$ cat config.mk
export PLATFORM = sky130hd
export DESIGN_NAME = udp_pingpong_buf_ctrl_flat
export DESIGN_NICKNAME = d
export VERILOG_FILES = /design/src/rtl/udp_pingpong_buf_ctrl_if.sv /design/src/rtl/udp_pingpong_buf_ctrl.sv /design/src/flat_wrapper.sv
export SDC_FILE = /design/constraint.sdc
export NUM_CORES = 1
export LEC_CHECK = 0
export CAP_MARGIN = 20
export CORE_MARGIN = 4
export CORE_UTILIZATION = 31
export CTS_CLUSTER_DIAMETER = 40
export DETAILED_ROUTE_END_ITERATION = 6
export MAX_ROUTING_LAYER = met4
export PLACE_DENSITY = 0.61
export SLEW_MARGIN = 15
export SYNTH_ARGS = -nofsm -noshare
export SYNTH_HDL_FRONTEND = slang
export SYNTH_SLANG_ARGS = --single-unit
$ cat constraint.sdc
create_clock -name clk -period 4.6 [get_ports clk]
set_clock_uncertainty 0.05 [all_clocks]
set_input_delay 0.92 -clock clk [delete_from_list [all_inputs] [get_ports clk]]
set_output_delay 0.92 -clock clk [all_outputs]
set_load 0.1 [all_outputs]
$ cat src/rtl/udp_pingpong_buf_ctrl_if.sv
// Bus bundle for the UDP ping-pong buffer controller: receive stream, RAM write/read
// addressing, consumer handshake and drop counter.
interface udp_pingpong_buf_ctrl_if #(
    parameter int ADDR_W = 12,
    parameter int DATA_W = 32
);
    logic              rx_en;
    logic [DATA_W-1:0] rx_data;
    logic              wr_en;
    logic              wr_bank;
    logic [ADDR_W-1:0] wr_addr;
    logic [DATA_W-1:0] wr_data;
    logic              rd_avail;
    logic [ADDR_W:0]   rd_len;
    logic              rd_start;
    logic              rd_ready;
    logic              rd_en;
    logic              rd_bank;
    logic [ADDR_W-1:0] rd_addr;
    logic              rd_last;
    logic [15:0]       drop_cnt;

    modport slave (
        input  rx_en, rx_data, rd_start, rd_ready,
        output wr_en, wr_bank, wr_addr, wr_data, rd_avail, rd_len,
               rd_en, rd_bank, rd_addr, rd_last, drop_cnt
    );

    modport master (
        output rx_en, rx_data, rd_start, rd_ready,
        input  wr_en, wr_bank, wr_addr, wr_data, rd_avail, rd_len,
               rd_en, rd_bank, rd_addr, rd_last, drop_cnt
    );
endinterface

$ cat src/rtl/udp_pingpong_buf_ctrl.sv
// Ping-pong controller for the UDP receive buffer: fills two RAM banks frame by frame and
// drains them in write order. Optional drop counter built when UDP_BUF_DROP_CNT_EN is defined.
module udp_pingpong_buf_ctrl #(
    parameter int ADDR_W = 12,
    parameter int DATA_W = 32
) (
    input  logic                    clk,
    input  logic                    RST,
    udp_pingpong_buf_ctrl_if.slave  bus
);
    localparam logic [1:0] W_IDLE = 2'd0;
    localparam logic [1:0] W_RUN  = 2'd1;
    localparam logic [1:0] W_DROP = 2'd2;
    localparam logic [0:0] R_IDLE = 1'b0;
    localparam logic [0:0] R_RUN  = 1'b1;
    localparam logic [ADDR_W:0] DEPTH = {1'b1, {ADDR_W{1'b0}}};

    logic [1:0]              w_state_q, w_state_d;
    logic                    wr_bank_q, wr_bank_d;
    logic [ADDR_W:0]         wr_cnt_q, wr_cnt_d;
    logic                    wr_en_q, wr_en_d;
    logic [ADDR_W-1:0]       wr_addr_q, wr_addr_d;
    logic [DATA_W-1:0]       wr_data_q, wr_data_d;
    logic [1:0]              full_q, full_d;
    logic [1:0][ADDR_W:0]    len_q, len_d;
    logic [0:0]              r_state_q, r_state_d;
    logic                    rd_bank_q, rd_bank_d;
    logic [ADDR_W-1:0]       rd_addr_q, rd_addr_d;
    logic                    set_full, clr_full, drop_inc;
    logic                    rd_avail, rd_en, rd_last;
    logic [ADDR_W:0]         rd_len;

    always_comb begin
        w_state_d = w_state_q;
        wr_bank_d = wr_bank_q;
        wr_cnt_d  = wr_cnt_q;
        wr_en_d   = 1'b0;
        wr_addr_d = wr_addr_q;
        wr_data_d = wr_data_q;
        set_full  = 1'b0;
        drop_inc  = 1'b0;
        case (w_state_q)
            W_IDLE: if (bus.rx_en) begin
                if (full_q[wr_bank_q]) begin
                    w_state_d = W_DROP;
                    drop_inc  = 1'b1;
                end else begin
                    w_state_d = W_RUN;
                    wr_en_d   = 1'b1;
                    wr_addr_d = '0;
                    wr_data_d = bus.rx_data;
                    wr_cnt_d  = (ADDR_W+1)'(1);
                end
            end
            W_RUN: if (bus.rx_en) begin
                // Bank is full at DEPTH words: extra words are swallowed, never wrapped to 0.
                if (wr_cnt_q != DEPTH) begin
                    wr_en_d   = 1'b1;
                    wr_addr_d = wr_cnt_q[ADDR_W-1:0];
                    wr_data_d = bus.rx_data;
                    wr_cnt_d  = wr_cnt_q + 1'b1;
                end
            end else begin
                set_full  = 1'b1;
                wr_bank_d = ~wr_bank_q;
                w_state_d = W_IDLE;
            end
            W_DROP: if (!bus.rx_en) w_state_d = W_IDLE;
            default: w_state_d = W_IDLE;
        endcase
    end

    assign rd_len   = len_q[rd_bank_q];
    assign rd_avail = full_q[rd_bank_q] & (r_state_q == R_IDLE);
    assign rd_en    = (r_state_q == R_RUN) & bus.rd_ready;
    assign rd_last  = rd_en & ({1'b0, rd_addr_q} == (rd_len - (ADDR_W+1)'(1)));

    always_comb begin
        r_state_d = r_state_q;
        rd_bank_d = rd_bank_q;
        rd_addr_d = rd_addr_q;
        clr_full  = 1'b0;
        case (r_state_q)
            R_IDLE: if (bus.rd_start && rd_avail) begin
                r_state_d = R_RUN;
                rd_addr_d = '0;
            end
            default: if (rd_en) begin
                if (rd_last) begin
                    clr_full  = 1'b1;
                    rd_bank_d = ~rd_bank_q;
                    rd_addr_d = '0;
                    r_state_d = R_IDLE;
                end else begin
                    rd_addr_d = rd_addr_q + 1'b1;
                end
            end
        endcase
    end

    // Set and clear always target different banks, so both apply on the same edge.
    always_comb begin
        full_d = full_q;
        len_d  = len_q;
        if (set_full) begin
            full_d[wr_bank_q] = 1'b1;
            len_d[wr_bank_q]  = wr_cnt_q;
        end
        if (clr_full) full_d[rd_bank_q] = 1'b0;
    end

    always_ff @(posedge clk) begin
        if (RST) begin
            w_state_q <= W_IDLE;
            wr_bank_q <= 1'b0;
            wr_cnt_q  <= '0;
            wr_en_q   <= 1'b0;
            wr_addr_q <= '0;
            wr_data_q <= '0;
            full_q    <= '0;
            len_q     <= '0;
            r_state_q <= R_IDLE;
            rd_bank_q <= 1'b0;
            rd_addr_q <= '0;
        end else begin
            w_state_q <= w_state_d;
            wr_bank_q <= wr_bank_d;
            wr_cnt_q  <= wr_cnt_d;
            wr_en_q   <= wr_en_d;
            wr_addr_q <= wr_addr_d;
            wr_data_q <= wr_data_d;
            full_q    <= full_d;
            len_q     <= len_d;
            r_state_q <= r_state_d;
            rd_bank_q <= rd_bank_d;
            rd_addr_q <= rd_addr_d;
        end
    end

`ifdef UDP_BUF_DROP_CNT_EN
    logic [15:0] drop_cnt_q;
    always_ff @(posedge clk) begin
        if (RST)                                  drop_cnt_q <= '0;
        else if (drop_inc && drop_cnt_q != 16'hFFFF) drop_cnt_q <= drop_cnt_q + 16'd1;
    end
    assign bus.drop_cnt = drop_cnt_q;
`else
    logic unused_drop_inc;
    assign unused_drop_inc = drop_inc;
    assign bus.drop_cnt    = 16'd0;
`endif

    assign bus.wr_en    = wr_en_q;
    assign bus.wr_bank  = wr_bank_q;
    assign bus.wr_addr  = wr_addr_q;
    assign bus.wr_data  = wr_data_q;
    assign bus.rd_avail = rd_avail;
    assign bus.rd_len   = rd_len;
    assign bus.rd_en    = rd_en;
    assign bus.rd_bank  = rd_bank_q;
    assign bus.rd_addr  = rd_addr_q;
    assign bus.rd_last  = rd_last;
endmodule

$ cat src/flat_wrapper.sv
// flat-port wrapper written by rule: the top's interface ports become plain ports
module udp_pingpong_buf_ctrl_flat 
#(
    parameter int ADDR_W = 12,
    parameter int DATA_W = 32
)
  (clk, RST, bus_rx_en, bus_rx_data, bus_rd_start, bus_rd_ready, bus_wr_en, bus_wr_bank, bus_wr_addr, bus_wr_data, bus_rd_avail, bus_rd_len, bus_rd_en, bus_rd_bank, bus_rd_addr, bus_rd_last, bus_drop_cnt);
  udp_pingpong_buf_ctrl_if #(.ADDR_W(ADDR_W), .DATA_W(DATA_W)) bus_i ();
  input  logic clk;
  input  logic RST;
  input wire logic [$bits(bus_i.rx_en)-1:0] bus_rx_en;
  input wire logic [$bits(bus_i.rx_data)-1:0] bus_rx_data;
  input wire logic [$bits(bus_i.rd_start)-1:0] bus_rd_start;
  input wire logic [$bits(bus_i.rd_ready)-1:0] bus_rd_ready;
  output wire logic [$bits(bus_i.wr_en)-1:0] bus_wr_en;
  output wire logic [$bits(bus_i.wr_bank)-1:0] bus_wr_bank;
  output wire logic [$bits(bus_i.wr_addr)-1:0] bus_wr_addr;
  output wire logic [$bits(bus_i.wr_data)-1:0] bus_wr_data;
  output wire logic [$bits(bus_i.rd_avail)-1:0] bus_rd_avail;
  output wire logic [$bits(bus_i.rd_len)-1:0] bus_rd_len;
  output wire logic [$bits(bus_i.rd_en)-1:0] bus_rd_en;
  output wire logic [$bits(bus_i.rd_bank)-1:0] bus_rd_bank;
  output wire logic [$bits(bus_i.rd_addr)-1:0] bus_rd_addr;
  output wire logic [$bits(bus_i.rd_last)-1:0] bus_rd_last;
  output wire logic [$bits(bus_i.drop_cnt)-1:0] bus_drop_cnt;
  assign bus_i.rx_en = bus_rx_en;
  assign bus_i.rx_data = bus_rx_data;
  assign bus_i.rd_start = bus_rd_start;
  assign bus_i.rd_ready = bus_rd_ready;
  assign bus_wr_en = bus_i.wr_en;
  assign bus_wr_bank = bus_i.wr_bank;
  assign bus_wr_addr = bus_i.wr_addr;
  assign bus_wr_data = bus_i.wr_data;
  assign bus_rd_avail = bus_i.rd_avail;
  assign bus_rd_len = bus_i.rd_len;
  assign bus_rd_en = bus_i.rd_en;
  assign bus_rd_bank = bus_i.rd_bank;
  assign bus_rd_addr = bus_i.rd_addr;
  assign bus_rd_last = bus_i.rd_last;
  assign bus_drop_cnt = bus_i.drop_cnt;
  udp_pingpong_buf_ctrl #(.ADDR_W(ADDR_W), .DATA_W(DATA_W)) u_core (.clk(clk), .RST(RST), .bus(bus_i));
endmodule
==> flow_summary.ini <==
[detailed_routing]
vias_per_cell = 4.72
wirelength_um = 12400
first_pass_iters = 4
maxUsedRoutingLayer = met4
routedWlPerCell_um = 14.0
wl_met1_um = 5940
wl_met3_um = 1010
drt-initial-drc-count = 233
drc = 0
antenna_left = 0
route.met2.wl_um = 5290
via_count = 4175

[floorplanning]
start_util = 0.316
die_area_sq_um = 17500
io-pin-count = 128
dieHeight_um = 132
rows = 45
core_sq_um = 15200
dieWidth_um = 132

[timing]
fin_tns_setup_ns = 0
max_slew_margin = 0.326
fmax_ghz = 0.253
setup_viol = 0
whs_ns = 0.404
drv_slew = 0
tightest_slew_ns = 1.01
final.period_utilization = 0.859
final.min_clock_period_ns = 3.95
setup_ws_ns = 0.647
rsz0062_at_grt = no
final-hold-violation-count = 0

[layout]
final_cell_mix = nand2_1, dfxtp_1, clkdlybuf4s50_1, a21oi_1, nor2_1
area_delta_synth_final_pct = 30.8
final_nets = 734
antenna_cells = 0
final_common_cell = nand2_1
n_fill_cell = 1551
drive_above_1_share = 0.0819
fin_util = 0.413

[clock_network]
cts_tree = done
root_buffer = clkbuf_16
cts.sinks = 103
cts_setup_buffers = 0
h-tree-depth = 3
clk-insertion-delay-late_ns = 0.34
clkTransAtPathRegs_ns = 0.07
cts_buffers = 9
cts_resized = 0
holdBufCountCts = 0
clockBufferDepth = 2

[yosys]
netlist_instances = 596
synth_enable_flop_cells = 0
synthArstFlopShare = 0
synth-seq-cells = 103
syn_area_sq_um = 4800
ys_types = 54
synth-main-ff-cell = dfxtp_1
yosys_warnings = 0
avgSynthCellArea_sq_um = 8.06
ys_seq_area_frac = 0.429

[place]
gp_congestion = 0.826
dp_hpwl_um = 9010
preCtsSetupSlack_ns = 0.990
port_buffers = 111

[power_and_ir_drop]
power.leakage_nw = 2.32
clock_power_share = 0.368
pwr-share-comb = 0.217
p_total_mw = 2.27
seq_power_share = 0.415
p_int_mw = 1.52
switching_power_mw = 0.755
p_per_area_nw_per_um2 = 362
ir_worst_vdd_v = 0.000169
swShare = 0.332

[outcome]
status = complete, no violations

[min_path]
hp-class = reg -> reg

[global_routing]
grt_pass1_wl_um = 20800
grt_overflow = 0
grt_antenna_before_repair = 0
grt_max_degree = 43
grt_pass1_vias = 4241
grt_usage = 0.145

[worst_setup_path]
end_kind = output port
critical_path_class = reg -> out
required_ns = 3.63
start_kind = register
crit_arrival_ns = 2.98
cp_max_fo = 9

[job]
cap_viol_max_count = 0
stage by stage:
| step | instance area (sq um) | cells |
|---|---|---|
| finish | 6280 | 884 |
| CTS | 6280 | 884 |
| global placement | 5950 | 868 |
| global route | 6280 | 884 |
| detailed placement | 5950 | 868 |
| floorplan | 4870 | 611 |
worst max-delay path, stage by stage, from the launching register on:
cell and delay [ns]:
dfxtp_1 0.55, mux2i_2 0.41, ha_1 0.30, xor2_1 0.21
xnor2_1 0.14, nand4_1 0.15, nor4b_4 0.36, nand4_1 0.19
nor2_4 0.14, buf_12 0.18
synth_stat cells, types with 2 or more instances:
cell type | instances | area (sq um)
mux2_2 | 6 | 67.6
nor3b_1 | 10 | 75.1
buf_4 | 16 | 120
nor4_1 | 2 | 12.5
xnor3_1 | 3 | 67.6
buf_6 | 3 | 33.8
a21oi_1 | 85 | 425
nand2b_1 | 2 | 12.5
nand4_1 | 8 | 50.1
buf_2 | 2 | 10.0
clkbuf_1 | 24 | 90.1
nor4b_1 | 2 | 17.5
xnor2_1 | 9 | 78.8
dfxtp_1 | 103 | 2060
or3_1 | 2 | 12.5
xor2_1 | 22 | 193
nor2_1 | 37 | 139
inv_1 | 15 | 56.3
o21ai_0 | 9 | 45.0
nor3_1 | 13 | 65.1
mux2i_1 | 10 | 100
ha_1 | 6 | 75.1
nand3_1 | 11 | 55.1
o22a_1 | 2 | 17.5
o22ai_1 | 3 | 18.8
and3_1 | 6 | 37.5
nand2_1 | 158 | 593
power by group through the flow:
stage | combinational, mW | clock, mW | sequential, mW
3_5_place_dp | 0.496 | 0 | 0.964
5_1_grt | 0.521 | 0.901 | 0.948
4_1_cts | 0.497 | 0.865 | 0.943
3_3_place_gp | 0.491 | 0 | 0.962
6_report | 0.495 | 0.837 | 0.943
2_1_floorplan | 0.195 | 0 | 1.15
kinds of logic after synthesis:
| kind of cell | count (synthesis) | synth area share |
|---|---|---|
| simple gates | 262 | 0.246 |
| other cells | 1 | 0.000781 |
| buf+inv | 62 | 0.0696 |
| flops | 103 | 0.429 |
| mux | 18 | 0.0409 |
| fa+ha+maj | 6 | 0.0156 |
| xor+xnor | 35 | 0.0740 |
| compound gates | 109 | 0.123 |
sequential cells by signal (all words and copies together), names as in the netlist:
| register | count |
|---|---|
| u_core.bus.wr_bank | 1 |
| u_core.len_q | 26 |
| u_core.r_state_q | 1 |
| u_core.w_state_q | 2 |
| u_core.bus.wr_addr | 12 |
| u_core.bus.rd_bank | 1 |
| u_core.full_q | 2 |
| u_core.bus.wr_en | 1 |
| u_core.bus.rd_addr | 12 |
| u_core.wr_cnt_q | 13 |
| u_core.bus.wr_data | 32 |
layer usage:
layer,up-vias,track usage
met5,-,-
met3,9,0.0555
li1,2151,-
met2,122,0.211
met1,1893,0.191
met4,0,0.0346
final cells by class:
cell class              instances  area, sq um  area share
multi-input cells             446         2490       0.396
clock inverters                 7          103      0.0163
inverters                      15         56.3     0.00896
flip-flops and latches        103         2060       0.328
clock buffers                   9          225      0.0358
repair buffers                116         1110       0.177
well taps                     188          235      0.0374
worst paths after layout:
| kind | startpoint | slack (ns) | cells after the start | end |
|---|---|---|---|---|
| setup reg to reg | u_core.bus.rd_bank | 1.54 | 9 | u_core.full_q[0] |
| hold / removal | u_core.bus.wr_data[19] | 0.40 | 2 | u_core.bus.wr_data[19] |
| hold reg to reg | u_core.bus.wr_data[19] | 0.40 | 2 | u_core.bus.wr_data[19] |
| setup / recovery | u_core.bus.rd_bank | 0.65 | 9 | bus_rd_last |
Note: power is estimated with default switching activity, not from simulation.
